==> src/rtl/affine_scan_pkg.sv <==
// Shared types and widths for the 2D affine address scan sequencer.
package affine_scan_pkg;

    localparam int WIDTH     = 32;
    localparam int CNT_WIDTH = 32;

    localparam logic [CNT_WIDTH-1:0] CNT_ONE = {{(CNT_WIDTH-1){1'b0}}, 1'b1};

    typedef enum logic {
        IDLE = 1'b0,
        RUN  = 1'b1
    } state_t;

    typedef struct packed {
        logic [WIDTH-1:0]     offset;
        logic [CNT_WIDTH-1:0] x_max;
        logic [WIDTH-1:0]     x_stride;
        logic [CNT_WIDTH-1:0] y_max;
        logic [WIDTH-1:0]     y_stride;
    } scan_cfg_t;

endpackage

==> src/rtl/affine_scan_ctrl_if.sv <==
// Config channel plus address stream of the affine scan sequencer.
interface affine_scan_ctrl_if;
    import affine_scan_pkg::*;

    logic                 cfg_valid;
    logic                 cfg_ready;
    logic [WIDTH-1:0]     cfg_offset;
    logic [CNT_WIDTH-1:0] cfg_x_max;
    logic [WIDTH-1:0]     cfg_x_stride;
    logic [CNT_WIDTH-1:0] cfg_y_max;
    logic [WIDTH-1:0]     cfg_y_stride;
    logic                 abort;
    logic                 addr_valid;
    logic                 addr_ready;
    logic [WIDTH-1:0]     addr;
    logic                 addr_last;
    logic                 busy;
    logic                 done;

    modport slave (
        input  cfg_valid, cfg_offset, cfg_x_max, cfg_x_stride, cfg_y_max, cfg_y_stride,
        input  abort, addr_ready,
        output cfg_ready, addr_valid, addr, addr_last, busy, done
    );

    modport master (
        output cfg_valid, cfg_offset, cfg_x_max, cfg_x_stride, cfg_y_max, cfg_y_stride,
        output abort, addr_ready,
        input  cfg_ready, addr_valid, addr, addr_last, busy, done
    );

endinterface

==> src/rtl/affine_dim_counter.sv <==
// One scan dimension: loop counter plus stride accumulator, with look-ahead
// of the post-edge values so the top can register the next address directly.
module affine_dim_counter
    import affine_scan_pkg::*;
(
    input  logic                 clk,
    input  logic                 rst,
    input  logic                 clear,
    input  logic                 step,
    input  logic [CNT_WIDTH-1:0] max,
    input  logic [WIDTH-1:0]     stride,
    output logic [CNT_WIDTH-1:0] count,
    output logic [WIDTH-1:0]     acc,
    output logic                 wrap,
    output logic [CNT_WIDTH-1:0] count_nxt,
    output logic [WIDTH-1:0]     acc_nxt,
    output logic                 wrap_nxt
);

    logic [CNT_WIDTH-1:0] count_r;
    logic [WIDTH-1:0]     acc_r;
    logic [CNT_WIDTH-1:0] last_idx_s;
    logic [CNT_WIDTH-1:0] count_nxt_s;
    logic [WIDTH-1:0]     acc_nxt_s;

    assign last_idx_s = max - CNT_ONE;

    // Next count/accumulator: clear beats step, step wraps back to zero at max-1.
    always_comb begin
        count_nxt_s = count_r;
        acc_nxt_s   = acc_r;
        if (clear) begin
            count_nxt_s = {CNT_WIDTH{1'b0}};
            acc_nxt_s   = {WIDTH{1'b0}};
        end else if (step) begin
            if (count_r == last_idx_s) begin
                count_nxt_s = {CNT_WIDTH{1'b0}};
                acc_nxt_s   = {WIDTH{1'b0}};
            end else begin
                count_nxt_s = count_r + CNT_ONE;
                acc_nxt_s   = acc_r + stride;
            end
        end else begin
            count_nxt_s = count_r;
            acc_nxt_s   = acc_r;
        end
    end

    // Counter and accumulator state.
    always_ff @(posedge clk) begin
        if (rst) begin
            count_r <= {CNT_WIDTH{1'b0}};
            acc_r   <= {WIDTH{1'b0}};
        end else begin
            count_r <= count_nxt_s;
            acc_r   <= acc_nxt_s;
        end
    end

    assign count     = count_r;
    assign acc       = acc_r;
    assign wrap      = (count_r == last_idx_s);
    assign count_nxt = count_nxt_s;
    assign acc_nxt   = acc_nxt_s;
    assign wrap_nxt  = (count_nxt_s == last_idx_s);

endmodule

==> src/rtl/affine_scan_ctrl.sv <==
// Start/stop controlled 2D affine scan: addr = offset + x*x_stride + y*y_stride,
// x inner, y outer, streamed on a backpressured valid/ready port.
module affine_scan_ctrl
    import affine_scan_pkg::*;
(
    input  logic               clk,
    input  logic               rst,
    affine_scan_ctrl_if.slave  bus
);

    state_t               state_r;
    scan_cfg_t            cfg_r;
    scan_cfg_t            cfg_in_s;
    logic                 addr_valid_r;
    logic [WIDTH-1:0]     addr_r;
    logic                 addr_last_r;
    logic                 done_r;

    logic                 cfg_hs_s;
    logic                 hs_s;
    logic                 hs_last_s;
    logic                 clear_s;
    logic                 cfg_zero_s;
    logic                 cfg_single_s;

    logic [CNT_WIDTH-1:0] x_count_s, y_count_s, x_count_nxt_s, y_count_nxt_s;
    logic [WIDTH-1:0]     x_acc_s, y_acc_s, x_acc_nxt_s, y_acc_nxt_s;
    logic                 x_wrap_s, y_wrap_s, x_wrap_nxt_s, y_wrap_nxt_s;

    assign cfg_in_s = '{offset:   bus.cfg_offset,
                        x_max:    bus.cfg_x_max,
                        x_stride: bus.cfg_x_stride,
                        y_max:    bus.cfg_y_max,
                        y_stride: bus.cfg_y_stride};

    assign bus.cfg_ready = (state_r == IDLE) && !rst;
    assign cfg_hs_s      = bus.cfg_valid && bus.cfg_ready;
    assign cfg_zero_s    = (bus.cfg_x_max == {CNT_WIDTH{1'b0}}) || (bus.cfg_y_max == {CNT_WIDTH{1'b0}});
    assign cfg_single_s  = (bus.cfg_x_max == CNT_ONE) && (bus.cfg_y_max == CNT_ONE);

    assign hs_s      = addr_valid_r && bus.addr_ready;
    assign hs_last_s = hs_s && addr_last_r;
    // Counters sit at zero whenever no job runs, so a new job starts from origin.
    assign clear_s   = (state_r != RUN) || hs_last_s || bus.abort;

    affine_dim_counter u_x (
        .clk       (clk),
        .rst       (rst),
        .clear     (clear_s),
        .step      (hs_s),
        .max       (cfg_r.x_max),
        .stride    (cfg_r.x_stride),
        .count     (x_count_s),
        .acc       (x_acc_s),
        .wrap      (x_wrap_s),
        .count_nxt (x_count_nxt_s),
        .acc_nxt   (x_acc_nxt_s),
        .wrap_nxt  (x_wrap_nxt_s)
    );

    affine_dim_counter u_y (
        .clk       (clk),
        .rst       (rst),
        .clear     (clear_s),
        .step      (hs_s && x_wrap_s),
        .max       (cfg_r.y_max),
        .stride    (cfg_r.y_stride),
        .count     (y_count_s),
        .acc       (y_acc_s),
        .wrap      (y_wrap_s),
        .count_nxt (y_count_nxt_s),
        .acc_nxt   (y_acc_nxt_s),
        .wrap_nxt  (y_wrap_nxt_s)
    );

    // Sequencer FSM with registered stream outputs and done pulse.
    always_ff @(posedge clk) begin
        if (rst) begin
            state_r      <= IDLE;
            cfg_r        <= '0;
            addr_valid_r <= 1'b0;
            addr_r       <= {WIDTH{1'b0}};
            addr_last_r  <= 1'b0;
            done_r       <= 1'b0;
        end else begin
            case (state_r)
                IDLE: begin
                    done_r       <= 1'b0;
                    addr_valid_r <= 1'b0;
                    addr_last_r  <= 1'b0;
                    if (cfg_hs_s) begin
                        cfg_r <= cfg_in_s;
                        if (cfg_zero_s) begin
                            done_r <= 1'b1;
                        end else begin
                            state_r      <= RUN;
                            addr_valid_r <= 1'b1;
                            addr_r       <= bus.cfg_offset;
                            addr_last_r  <= cfg_single_s;
                        end
                    end
                end
                RUN: begin
                    done_r <= 1'b0;
                    // Completion outranks abort when both land on the final beat.
                    if (hs_last_s) begin
                        state_r      <= IDLE;
                        addr_valid_r <= 1'b0;
                        addr_last_r  <= 1'b0;
                        done_r       <= 1'b1;
                    end else if (bus.abort) begin
                        state_r      <= IDLE;
                        addr_valid_r <= 1'b0;
                        addr_last_r  <= 1'b0;
                    end else if (hs_s) begin
                        addr_r      <= cfg_r.offset + x_acc_nxt_s + y_acc_nxt_s;
                        addr_last_r <= x_wrap_nxt_s && y_wrap_nxt_s;
                    end
                end
                default: begin
                    state_r      <= IDLE;
                    addr_valid_r <= 1'b0;
                    addr_last_r  <= 1'b0;
                    done_r       <= 1'b0;
                end
            endcase
        end
    end

    assign bus.addr_valid = addr_valid_r;
    assign bus.addr       = addr_r;
    assign bus.addr_last  = addr_last_r;
    assign bus.done       = done_r;
    assign bus.busy       = (state_r == RUN);

endmodule
==> src/flat_wrapper.sv <==
// flat-port wrapper written by rule: the top's interface ports become plain ports
module affine_scan_ctrl_flat import affine_scan_pkg::*;
  (clk, rst, bus_cfg_valid, bus_cfg_offset, bus_cfg_x_max, bus_cfg_x_stride, bus_cfg_y_max, bus_cfg_y_stride, bus_abort, bus_addr_ready, bus_cfg_ready, bus_addr_valid, bus_addr, bus_addr_last, bus_busy, bus_done);
  affine_scan_ctrl_if bus_i ();
  input  logic clk;
  input  logic rst;
  input wire logic [$bits(bus_i.cfg_valid)-1:0] bus_cfg_valid;
  input wire logic [$bits(bus_i.cfg_offset)-1:0] bus_cfg_offset;
  input wire logic [$bits(bus_i.cfg_x_max)-1:0] bus_cfg_x_max;
  input wire logic [$bits(bus_i.cfg_x_stride)-1:0] bus_cfg_x_stride;
  input wire logic [$bits(bus_i.cfg_y_max)-1:0] bus_cfg_y_max;
  input wire logic [$bits(bus_i.cfg_y_stride)-1:0] bus_cfg_y_stride;
  input wire logic [$bits(bus_i.abort)-1:0] bus_abort;
  input wire logic [$bits(bus_i.addr_ready)-1:0] bus_addr_ready;
  output wire logic [$bits(bus_i.cfg_ready)-1:0] bus_cfg_ready;
  output wire logic [$bits(bus_i.addr_valid)-1:0] bus_addr_valid;
  output wire logic [$bits(bus_i.addr)-1:0] bus_addr;
  output wire logic [$bits(bus_i.addr_last)-1:0] bus_addr_last;
  output wire logic [$bits(bus_i.busy)-1:0] bus_busy;
  output wire logic [$bits(bus_i.done)-1:0] bus_done;
  assign bus_i.cfg_valid = bus_cfg_valid;
  assign bus_i.cfg_offset = bus_cfg_offset;
  assign bus_i.cfg_x_max = bus_cfg_x_max;
  assign bus_i.cfg_x_stride = bus_cfg_x_stride;
  assign bus_i.cfg_y_max = bus_cfg_y_max;
  assign bus_i.cfg_y_stride = bus_cfg_y_stride;
  assign bus_i.abort = bus_abort;
  assign bus_i.addr_ready = bus_addr_ready;
  assign bus_cfg_ready = bus_i.cfg_ready;
  assign bus_addr_valid = bus_i.addr_valid;
  assign bus_addr = bus_i.addr;
  assign bus_addr_last = bus_i.addr_last;
  assign bus_busy = bus_i.busy;
  assign bus_done = bus_i.done;
  affine_scan_ctrl u_core (.clk(clk), .rst(rst), .bus(bus_i));
endmodule
==> config.mk <==
export PLATFORM = sky130hd
export DESIGN_NAME = affine_scan_ctrl_flat
export DESIGN_NICKNAME = d
export VERILOG_FILES = /design/src/rtl/affine_scan_pkg.sv /design/src/rtl/affine_scan_ctrl_if.sv /design/src/rtl/affine_dim_counter.sv /design/src/rtl/affine_scan_ctrl.sv /design/src/flat_wrapper.sv
export SDC_FILE = /design/constraint.sdc
export NUM_CORES = 1
export LEC_CHECK = 0
export ABC_CLOCK_PERIOD_IN_PS = 16100
export CAP_MARGIN = 20
export CORE_UTILIZATION = 55
export DETAILED_ROUTE_END_ITERATION = 10
export PLACE_DENSITY = 0.77
export SLEW_MARGIN = 25
export SYNTH_ARGS = -nofsm -noshare
export SYNTH_HDL_FRONTEND = slang
export SYNTH_SLANG_ARGS = --single-unit
==> constraint.sdc <==
create_clock -name clk -period 16.1 [get_ports clk]
set_clock_uncertainty 0.05 [all_clocks]
set_input_delay 2.415 -clock clk [delete_from_list [all_inputs] [get_ports clk]]
set_output_delay 2.415 -clock clk [all_outputs]
set_load 0.005 [all_outputs]
# [Yosys cells after proc, flatten, opt, wreduce, memory -nomap -nowiden]
# Index checks and enable logic that the tools add are counted.
[op_classes] add_sub_neg=8 n_reduce_logical=15 n_mux=36 bitwise_logic=1 n_eq_ne=13
[ops] cell="2-to-1 mux 32 bit" n=17
[ops] cell="adder 32 bit" n=4
[ops] cell="== test 32 bit" n=4
[ops] cell="adder 32 x 1 -> 32 bit (second input constant)" n=2
[ops] cell="== test 32 x 1 -> 1 bit (second input constant)" n=2
[ops] cell="logical NOT 32 bit" n=2
[ops] cell="one-hot mux 32 bit (2 select lines)" n=1
[ops] cell="subtractor 32 x 1 -> 32 bit (second input constant)" n=2
[ops] cell="2-to-1 mux 1 bit" n=14
[ops] cell="!= test 2 bit (second input constant)" n=4
[ops] cell="one-hot mux 1 bit (2 select lines)" n=4
[ops] cell="logical AND 1 bit" n=7
[ops] cell="AND reduction 5 bit" n=1
[ops] cell="!= test 4 bit (second input constant)" n=1
[ops] cell="logical OR 1 bit" n=3
[ops] cell="!= test 3 bit (second input constant)" n=1
[ops] cell="!= test 2 x 1 -> 1 bit (second input constant)" n=1
[ops] cell="AND reduction 2 bit" n=1
[ops] cell="logical NOT 1 bit" n=1
[ops] cell="NOT 1 bit" n=1
[word_totals] out_inout_bits=37 input_bits=165 reg_bits=324

# [Depth between registers and ports, before layout]
# Gate-level depths: netlist of run 1.
[logic_depth] depth_word=11 mapped_depth=37 depth_no_buf=33

# [Cells and area by module]
# Synthesis of run 1 repeated with hierarchy kept, for this count alone.
[hier_totals] hier_cells=3029 area_unflattened_um2=23218.5
[by_module_without_submodules] module="affine_scan_ctrl" cells_per_inst=1166 area_each_um2=9601.7 instances=1 seq_area_each_um2=3923.8
[by_module_without_submodules] module="affine_dim_counter (u_core.u_x)" cells_per_inst=952 area_each_um2=6974.2 instances=1 seq_area_each_um2=1281.2
[by_module_without_submodules] module="affine_dim_counter (u_core.u_y)" cells_per_inst=911 area_each_um2=6642.6 instances=1 seq_area_each_um2=1281.2

# [Worst setup path after synthesis of run 1]
# No wires, ideal clock.
[synth_timing] kind="reg-to-reg" start="register u_core.cfg_r[96] (netlist name)" end="register u_core.addr_r[30] (netlist: u_core.bus.addr[30])" synth_period_minus_slack_ns=8.114 path_stages_with_launch=35 n_path_buf=4 path_slack_ns=7.986 arrival_ns=7.972 path_cell_list="dfxtp_1 -> inv_1 -> ha_1 -> nor4b_4 -> nand3_1 -> nor2_1 -> mux2_2 -> a21bo_2 -> or4_1 -> nor4_4 -> and2_1 -> buf_2 -> nand2_1 -> nand2_1 -> buf_2 -> buf_1 -> clkbuf_1 -> nor2_1 -> fa_1 -> ha_1 -> a21o_1 -> a21oi_1 -> o21bai_1 -> a31oi_1 -> o2111ai_1 -> a2111o_1 -> a31oi_1 -> o31a_1 -> a2bb2oi_1 -> a21oi_1 -> or3_1 -> a31oi_1 -> mux2i_1 -> a21oi_1 -> nor4_1"
[synth_via] elab_cells_between_ends=14
[synth_lines] item="from (decl)" line="affine_scan_ctrl.sv:12" rtl="scan_cfg_t cfg_r;"
[synth_lines] item="from (signal assigned)" line="affine_scan_ctrl.sv:92" rtl="cfg_r <= cfg_in_s;"
[synth_lines] item="subtractor 32 x 1 -> 32 bit" line="affine_dim_counter.sv:26" rtl="assign last_idx_s = max - CNT_ONE;"
[synth_lines] item="== test 32 bit" line="affine_dim_counter.sv:62" rtl="assign wrap = (count_r == last_idx_s);"
[synth_lines] item="logical AND 1 bit" line="affine_scan_ctrl.sv:65" rtl=".step (hs_s && x_wrap_s),"
[synth_lines] item="2-to-1 mux 32 bit" line="affine_dim_counter.sv:35" rtl="end else if (step) begin"
[synth_lines] item="2-to-1 mux 32 bit" line="affine_dim_counter.sv:32" rtl="if (clear) begin"
[synth_lines] item="net u_core.u_y.acc_nxt[0]" line="affine_dim_counter.sv:16" rtl="output logic [WIDTH-1:0] acc_nxt,"
[synth_lines] item="adder 32 bit" line="affine_scan_ctrl.sv:116" rtl="addr_r <= cfg_r.offset + x_acc_nxt_s + y_acc_nxt_s;"
[synth_lines] item="2-to-1 mux 32 bit" line="affine_scan_ctrl.sv:115" rtl="end else if (hs_s) begin"
[synth_lines] item="2-to-1 mux 32 bit" line="affine_scan_ctrl.sv:111" rtl="end else if (bus.abort) begin"
[synth_lines] item="2-to-1 mux 32 bit" line="affine_scan_ctrl.sv:106" rtl="if (hs_last_s) begin"
[synth_lines] item="one-hot mux 32 bit (2 select lines)" line="affine_scan_ctrl.sv:86" rtl="case (state_r)"
[synth_lines] item="to (signal assigned)" line="affine_scan_ctrl.sv:82" rtl="addr_r <= {WIDTH{1'b0}};"
[synth_lines] item="to (signal assigned)" line="affine_scan_ctrl.sv:98" rtl="addr_r <= bus.cfg_offset;"
[synth_lines] item="to (signal assigned)" line="affine_scan_ctrl.sv:116"
[synth_lines] item="to (decl)" line="affine_scan_ctrl.sv:15" rtl="logic [WIDTH-1:0] addr_r;"
# The timed path passes the listed nets, and every way through them passes these cells. The select of a mux whose other input is x is not followed.
# A chain may end at the register's enable or synchronous reset.

# [Final worst setup path of run 1]
[layout_timing] start="register u_core.cfg_r[96] (netlist name)" end="register u_core.addr_r[30] (netlist: u_core.bus.addr[30])"
[layout_via] elab_chain_len=11 elab_cells_between_ends=14
[layout_lines] item="subtractor 32 x 1 -> 32 bit (*)" line="affine_dim_counter.sv:26"
[layout_lines] item="== test 32 bit (*)" line="affine_dim_counter.sv:36, affine_dim_counter.sv:62"
[layout_lines] item="2-to-1 mux 32 bit" line="affine_dim_counter.sv:36" rtl="if (count_r == last_idx_s) begin"
[layout_lines] item="2-to-1 mux 32 bit" line="affine_dim_counter.sv:35"
[layout_lines] item="2-to-1 mux 32 bit" line="affine_dim_counter.sv:32"
[layout_lines] item="adder 32 bit" line="affine_scan_ctrl.sv:116"
[layout_lines] item="adder 32 bit (*)" line="affine_scan_ctrl.sv:116"
[layout_lines] item="2-to-1 mux 32 bit (*)" line="affine_scan_ctrl.sv:115"
[layout_lines] item="2-to-1 mux 32 bit (*)" line="affine_scan_ctrl.sv:111"
[layout_lines] item="2-to-1 mux 32 bit (*)" line="affine_scan_ctrl.sv:106"
[layout_lines] item="one-hot mux 32 bit (2 select lines) (*)" line="affine_scan_ctrl.sv:86"
# Every way passes the cells marked *; elsewhere a longest branch is shown, timed or not. The select of a mux whose other input is x is not followed.

==> metrics, run 1 <==
largest stage delay on the critical path 650 ps; Hold Path End u_core.bus.addr[2]; wire per inst 21.0 um; layout cells sized above 1 0.0451; maximum vdd drop 0.0789 mV; Rows 73; slew of the pin with the lowest slew margin 1020 ps; Worst Setup Path Type reg -> reg; R2R depth 32; Ys Warns 0; number of global-route vias before repair 20700; Leakage 10.2 nW; TritonCTS clock tree yes; Async SR Flop Fraction 0; Mapped Avg Cell Area 7.82 sq um; # H-tree levels 2; CP startpoint kind flip-flop; grt ovf 0; port bufs 201; setup repair bufs after CTS 0; Worst Path Arrival 10000 ps; commonest non-fill, non-tap cell in the layout dfxtp_1; clock buffer depth 3; total CTS buffers 39; HP Class reg -> reg; status finished, final reports clean; Max Cap Viol 0; CTS root buffer clkbuf_16; Post-CTS Resized 0; HPWL Detailed 56800 um; final hold violations 0; CP top delay family simple AND/OR/NAND/NOR gates; Global Route Usage Sum 0.350; final setup fails 0; post-route design area 26100 sq um; # diodes 0; via/cell ratio 6.11; core footprint 40000 sq um; FF-to-FF setup slack 6510 ps; Setup TNS 0 ps; drt drc 0; # clock sinks 324; die area 41700 sq um; pwr/cell area 86.1 nW/um^2; Primary FF master, synth dfxtp_1; Synth Net Count 3170; fmax 104 MHz; RR Startpoint u_core.cfg_r[96]; DR pass1 iterations 8; Worst Path Buf+Inv 4; Post-Syn Area 22500 sq um; Worst Min Path Start u_core.bus.addr[2]; Die Y 204 um; Yosys cell types 90; pin count of the biggest net entering global routing 121; Area Overhead vs Synth 16.0%; WHS Path Cells 2; fin crit period 9590 ps; sequential-to-total area share from yosys stat 0.288; Fillers 3458; Ports 202; antenna violations before repair 0; RSZ-0062 raised after global routing no; clock-pin slew reported for the worst setup and hold paths after clock tree synthesis 60 ps; critical path's slowest cell nor4_4; ANT nets after route 0; Hold Buf Count CTS 0; RePlAce Congestion 0.961; Max FO, Critical Path 27; via count 21600; Total Wirelength 74200 um; nets@finish 3279; dpl cell area 24700 sq um; Post-synth EDFFs 0; Critical Path Sink Type flip-flop; Max Slew Vio Count 0; first-pass GRT wire length 114000 um; Die X 204 um; Tcrit/Tclk final 0.595; worst endpoint required time 16510 ps; RR Endpoint u_core.bus.addr[30]; initial drt markers 1797; flops & latches, synth 324; max_slew headroom 0.317; starting density of the core 0.562; most frequent cells in the layout dfxtp_1, nand2_1, nor2_1; worst-skew pair later-pin latency 580 ps; Post-Syn Instances 2875
synthesized netlist by cell type, drive strengths merged (34+ instances only):
cell    count  share of area
nor3       84          0.021
a21oi     114          0.025
ha         96          0.053
clkbuf    132          0.022
a211oi     49          0.016
nor2b      41          0.011
xor2      106          0.041
nor2      299          0.050
fa         34          0.030
dfxtp     324           0.29
o21ai     195          0.043
o31ai      49          0.016
nand2b    151          0.042
nand4      56          0.016
inv       124          0.021
a21o       36          0.012
nand3      74          0.017
nand2     309          0.052
xnor2     152          0.059
nor4       50          0.018
report_power, final:
| group | total, mW | switching [mW] | internal [mW] |
|---|---|---|---|
| Sequential | 0.882 | 0.0434 | 0.839 |
| Combinational | 0.416 | 0.241 | 0.175 |
| Clock | 0.949 | 0.372 | 0.577 |
| Total | 2.25 | 0.656 | 1.59 |
per-stage QoR:
step	setup slack (ps)	hold slack [ps]	utilization	cells	power, mW
after floorplan	7990	398	-	2875	1.15
after global placement	6950	399	0.618	3468	1.30
after detailed placement	6690	408	0.618	3468	1.31
after CTS	6600	423	0.652	3538	2.25
after global routing	5890	452	0.652	3538	2.33
final	6510	422	0.652	3538	2.25
cells by family after synthesis:
group | synth area share
simple gates | 0.271
xor+xnor | 0.106
flops | 0.288
fa+ha+maj | 0.0837
mux | 0.0180
compound gates | 0.185
buf+inv | 0.0472
area by class of cell:
type                    count  area (sq um)  area share
clock buffers              53          1100      0.0421
clock inverters            17           258     0.00988
inverters                 125           469      0.0180
multi-input cells        2275         15000       0.574
flip-flops and latches    324          6490       0.249
well taps                 525           657      0.0252
repair buffers            219          2150      0.0824
tightest hold or removal path: stages, from the launching register on:
cell     delay, ps
dfxtp_1        310
nand2_1         60
a21oi_1         50
per-layer routing:
| metal | vias up | share of wire | track usage |
|---|---|---|---|
| li1 | 10300 | - | - |
| met5 | - | 0 | 0 |
| met2 | 819 | 0.47 | 0.585 |
| met4 | 0 | 0.043 | 0.145 |
| met3 | 158 | 0.068 | 0.0595 |
| met1 | 10300 | 0.42 | 0.443 |
worst max path at each step:
stage / start / to / slack (ps) / depth (start not counted)
2_1_floorplan: u_core.cfg_r[96] / u_core.bus.addr[30] / 7990 / 34
3_5_place_dp: u_core.cfg_r[96] / u_core.bus.addr[30] / 6690 / 32
6_report: u_core.cfg_r[96] / u_core.bus.addr[30] / 6510 / 32
4_1_cts: u_core.cfg_r[96] / u_core.bus.addr[30] / 6600 / 32
3_3_place_gp: u_core.cfg_r[108] / u_core.bus.addr[30] / 6950 / 30
5_1_grt: u_core.cfg_r[96] / u_core.bus.addr[30] / 5890 / 32
state kept, by name, summed over array words and instances (netlist names):
| signal | flops |
|---|---|
| u_core.bus.addr_valid | 1 |
| u_core.cfg_r | 160 |
| u_core.bus.addr | 32 |
| u_core.bus.done | 1 |
| u_core.bus.addr_last | 1 |
| u_core.u_x.acc | 32 |
| u_core.u_x.count | 32 |
| u_core.bus.busy | 1 |
| u_core.u_y.count | 32 |
| u_core.u_y.acc | 32 |
No activity file was read; power rests on OpenSTA's default activity.
==> inputs of run 2 (changes only) <==
--- a/config.mk
+++ b/config.mk
@@ -5,7 +5,7 @@
 export SDC_FILE = /design/constraint.sdc
 export NUM_CORES = 1
 export LEC_CHECK = 0
-export ABC_CLOCK_PERIOD_IN_PS = 16100
+export ABC_CLOCK_PERIOD_IN_PS = 9800
 export CAP_MARGIN = 20
 export CORE_UTILIZATION = 55
 export DETAILED_ROUTE_END_ITERATION = 10
==> constraint.sdc (replaced) <==
create_clock -name clk -period 9.8 [get_ports clk]
set_clock_uncertainty 0.05 [all_clocks]
set_input_delay 1.47 -clock clk [delete_from_list [all_inputs] [get_ports clk]]
set_output_delay 1.47 -clock clk [all_outputs]
set_load 0.005 [all_outputs]
==> metrics, run 2 (synthesis results as in run 1) <==
wire per inst 20.9 um; Leakage 10.2 nW; starting density of the core 0.562; Die Y 204 um; Tcrit/Tclk final 0.917; first-pass GRT wire length 115000 um; clock-pin slew reported for the worst setup and hold paths after clock tree synthesis 60 ps; via count 21800; pre-CTS worst setup slack 932 ps; nets@finish 3282; TritonCTS clock tree yes; Worst Path Buf+Inv 4; critical path's slowest cell or4b_1; maximum vdd drop 0.144 mV; initial drt markers 1718; antenna violations before repair 0; pin count of the biggest net entering global routing 155; Ports 202; most frequent cells in the layout dfxtp_1, nand2_1, nor2_1; Fillers 3464; Total Wirelength 74000 um; core footprint 40000 sq um; drt drc 0; Critical Path Sink Type flip-flop; CTS root buffer clkbuf_16; RePlAce Congestion 1.00; CP startpoint kind flip-flop; Max FO, Critical Path 16; grt ovf 0; Hold Buf Count CTS 0; slew of the pin with the lowest slew margin 1030 ps; via/cell ratio 6.14; placed cell count 3471; max_slew headroom 0.315; Total Power 3.66 mW; pwr/cell area 140 nW/um^2; Post-CTS Resized 0; commonest non-fill, non-tap cell in the layout dfxtp_1; Worst Path Arrival 9430 ps; status finished, final reports clean; Setup TNS 0 ps; ANT nets after route 0; Top reg by flops u_core.cfg_r; Max Cap Viol 0; worst endpoint required time 10250 ps; clock buffer depth 3; fin crit period 8980 ps; total CTS buffers 39; setup repair bufs after CTS 0; # diodes 0; die area 41700 sq um; CP top delay family compound AO/OA/AOI/OAI gates; layout cells sized above 1 0.0451; port bufs 201; Final Util 0.652; Max Slew Vio Count 0; Die X 204 um; number of global-route vias before repair 20800; Global Route Usage Sum 0.351; post-route design area 26100 sq um; largest stage delay on the critical path 610 ps; final setup fails 0; post-route insts no fill 3542; RSZ-0062 raised after global routing no; Worst Setup Path Type reg -> reg; Area Overhead vs Synth 15.9%; final hold violations 0; DR pass1 iterations 5; setup ws final 817 ps; fmax 111 MHz; Rows 73; HPWL Detailed 56600 um; HP Class reg -> reg; dpl cell area 24800 sq um; # clock sinks 324; # H-tree levels 2; max reg flops 160; worst hold margin 427 ps; worst-skew pair later-pin latency 590 ps
-- run 2: per-layer routing --
metal,vias to the layer above,track usage,share of wire
li1,10400,-,-
met1,10300,0.448,0.42
met2,925,0.581,0.47
met3,160,0.0513,0.072
met4,0,0.167,0.045
met5,-,0,0
-- run 2: power by group --
group / switching (mW) / internal, mW / total, mW
clock: 0.627 / 0.902 / 1.53
combinational: 0.393 / 0.289 / 0.682
sequential: 0.0694 / 1.38 / 1.45
-- run 2: worst reg2reg max path: cells and delay by family (launching register included) --
family / cells / cell delay, ps
flops: 1 / 370
buf+inv: 4 / 770
mux: 1 / 250
fa+ha+maj: 3 / 1080
compound gates: 16 / 3620
simple gates: 7 / 2810
-- run 2: area by class of cell --
class                   count  area (sq um)  area share
well taps                 525           657      0.0252
clock buffers              54          1060      0.0407
flip-flops and latches    324          6490       0.249
clock inverters            17           254     0.00974
repair buffers            222          2170      0.0834
multi-input cells        2275         15000       0.574
inverters                 125           469      0.0180
-- run 2: path summary, 6_finish.rpt --
check | start | depth (start not counted) | slack [ps] | end
worst max-delay path | u_core.cfg_r[96] | 31 | 820 | u_core.bus.addr[30]
worst min-delay path | u_core.bus.addr[2] | 2 | 430 | u_core.bus.addr[2]
worst max register to register | u_core.cfg_r[96] | 31 | 820 | u_core.bus.addr[30]
worst min register to register | u_core.bus.addr[2] | 2 | 430 | u_core.bus.addr[2]
==> inputs of run 3 (changes only) <==
--- a/config.mk
+++ b/config.mk
@@ -9,6 +9,7 @@
 export CAP_MARGIN = 20
 export CORE_UTILIZATION = 55
 export DETAILED_ROUTE_END_ITERATION = 10
+export GPL_TIMING_DRIVEN = 0
 export PLACE_DENSITY = 0.77
 export SLEW_MARGIN = 25
 export SYNTH_ARGS = -nofsm -noshare
==> metrics, run 3 (synthesis results as in run 1) <==
antenna violations before repair 2; RePlAce Congestion 1.01; Rows 73; Leakage 10.3 nW; HP Class reg -> reg; Setup TNS 0 ps; Worst Path Arrival 9890 ps; initial drt markers 2022; nets@finish 3409; RR Startpoint u_core.cfg_r[96]; RR Endpoint u_core.bus.addr[30]; Worst Min Path Start u_core.bus.addr[2]; HPWL Detailed 62300 um; max reg flops 160; final hold violations 0; status finished, final reports clean; Tcrit/Tclk final 0.966; Critical Path Sink Type flip-flop; fin crit period 9460 ps; worst endpoint required time 10230 ps; R2R depth 31; Hold Path End u_core.bus.addr[2]; Total Power 3.62 mW; port bufs 200; core footprint 40000 sq um; FF-to-FF setup slack 340 ps; Worst Setup Path Type reg -> reg; # diodes 0; Total Wirelength 78900 um; first-pass GRT wire length 121000 um; final setup fails 0; Max FO, Critical Path 10; Ports 202; via/cell ratio 6.14; number of global-route vias before repair 21600; clock-pin slew reported for the worst setup and hold paths after clock tree synthesis 60 ps; pwr/cell area 137 nW/um^2; met1 WL 33000 um; # H-tree levels 2; worst-skew pair later-pin latency 570 ps; Die Y 204 um; metal3 WL 6380 um; Top reg by flops u_core.cfg_r; maximum vdd drop 0.143 mV; largest stage delay on the critical path 640 ps; Highest Signal Layer met5; CP top delay family compound AO/OA/AOI/OAI gates; Max Cap Viol 0; Area Overhead vs Synth 17.7%; WHS Path Cells 2; max_slew headroom 0.358; critical path's slowest cell nor2_1; slew of the pin with the lowest slew margin 963 ps; Die X 204 um; Max Slew Vio Count 0; die area 41700 sq um; most frequent cells in the layout dfxtp_1, nand2_1, nor2_1; Worst Path Buf+Inv 5; Met2 Wirelength 35500 um; # clock sinks 324; DR pass1 iterations 8; RSZ-0062 raised after global routing no; total CTS buffers 39; pin count of the biggest net entering global routing 20; Hold Buf Count CTS 0; Global Route Usage Sum 0.375; fmax 106 MHz; CTS root buffer clkbuf_16; TritonCTS clock tree yes; commonest non-fill, non-tap cell in the layout dfxtp_1; layout cells sized above 1 0.0417; clock buffer depth 3; worst hold margin 434 ps; drt drc 0; starting density of the core 0.562; wire per inst 21.5 um; CP startpoint kind flip-flop; ANT nets after route 0; via count 22500; grt ovf 0
run 3: how the worst max path moves through the flow:
stage	to	slack, ps	cells past startpoint	from
2_1_floorplan	u_core.bus.addr[30]	1690	34	u_core.cfg_r[96]
3_3_place_gp	u_core.bus.addr[30]	-610	34	u_core.cfg_r[108]
3_5_place_dp	u_core.bus.addr[30]	-550	34	u_core.cfg_r[108]
4_1_cts	u_core.bus.addr[30]	20	33	u_core.cfg_r[108]
5_1_grt	u_core.bus.addr[30]	4	29	u_core.cfg_r[96]
6_report	u_core.bus.addr[30]	340	31	u_core.cfg_r[96]
run 3: cell type report:
class / count / area, sq um
Clock inverter: 10 / 133
Tap cell: 525 / 657
Timing Repair Buffer: 202 / 2020
Sequential cell: 324 / 6490
Buffer: 147 / 586
Clock buffer: 55 / 1140
Multi-Input combinational cell: 2275 / 15000
Inverter: 125 / 469
Fill cell: 3468 / 13500
run 3: report_power, final:
group	internal [mW]	total, mW	switching [mW]
Clock	0.881	1.46	0.582
Combinational	0.298	0.729	0.432
Sequential	1.38	1.43	0.0532
run 3: per-layer routing:
layer  track usage  vias to the layer above
li1              -                    10600
met1         0.489                    10700
met2         0.599                      987
met3        0.0657                      193
met4         0.180                        2
met5             0                        -
run 3: per-stage QoR:
stage	std cells	utilization	setup slack, ps	instance area [sq um]
2_1_floorplan	2875	-	1690	22500
3_3_place_gp	3600	0.629	-607	25200
3_5_place_dp	3600	0.629	-549	25200
4_1_cts	3664	0.661	18.9	26400
5_1_grt	3663	0.662	3.94	26500
6_report	3663	0.662	335	26500
run 3: worst min-delay path: stages, from the launching register on:
cell and delay, ps:
dfxtp_1 320, nand2_1 60, a21oi_1 50
run 3: repair_timing:
action | 4_1_cts | 5_1_grt
cloned | 0 | 0
resized for setup | 1 | 13
endpoints found under the setup margin | 7 | 8
pin swaps | 1 | 2
setup buffers | 1 | 1
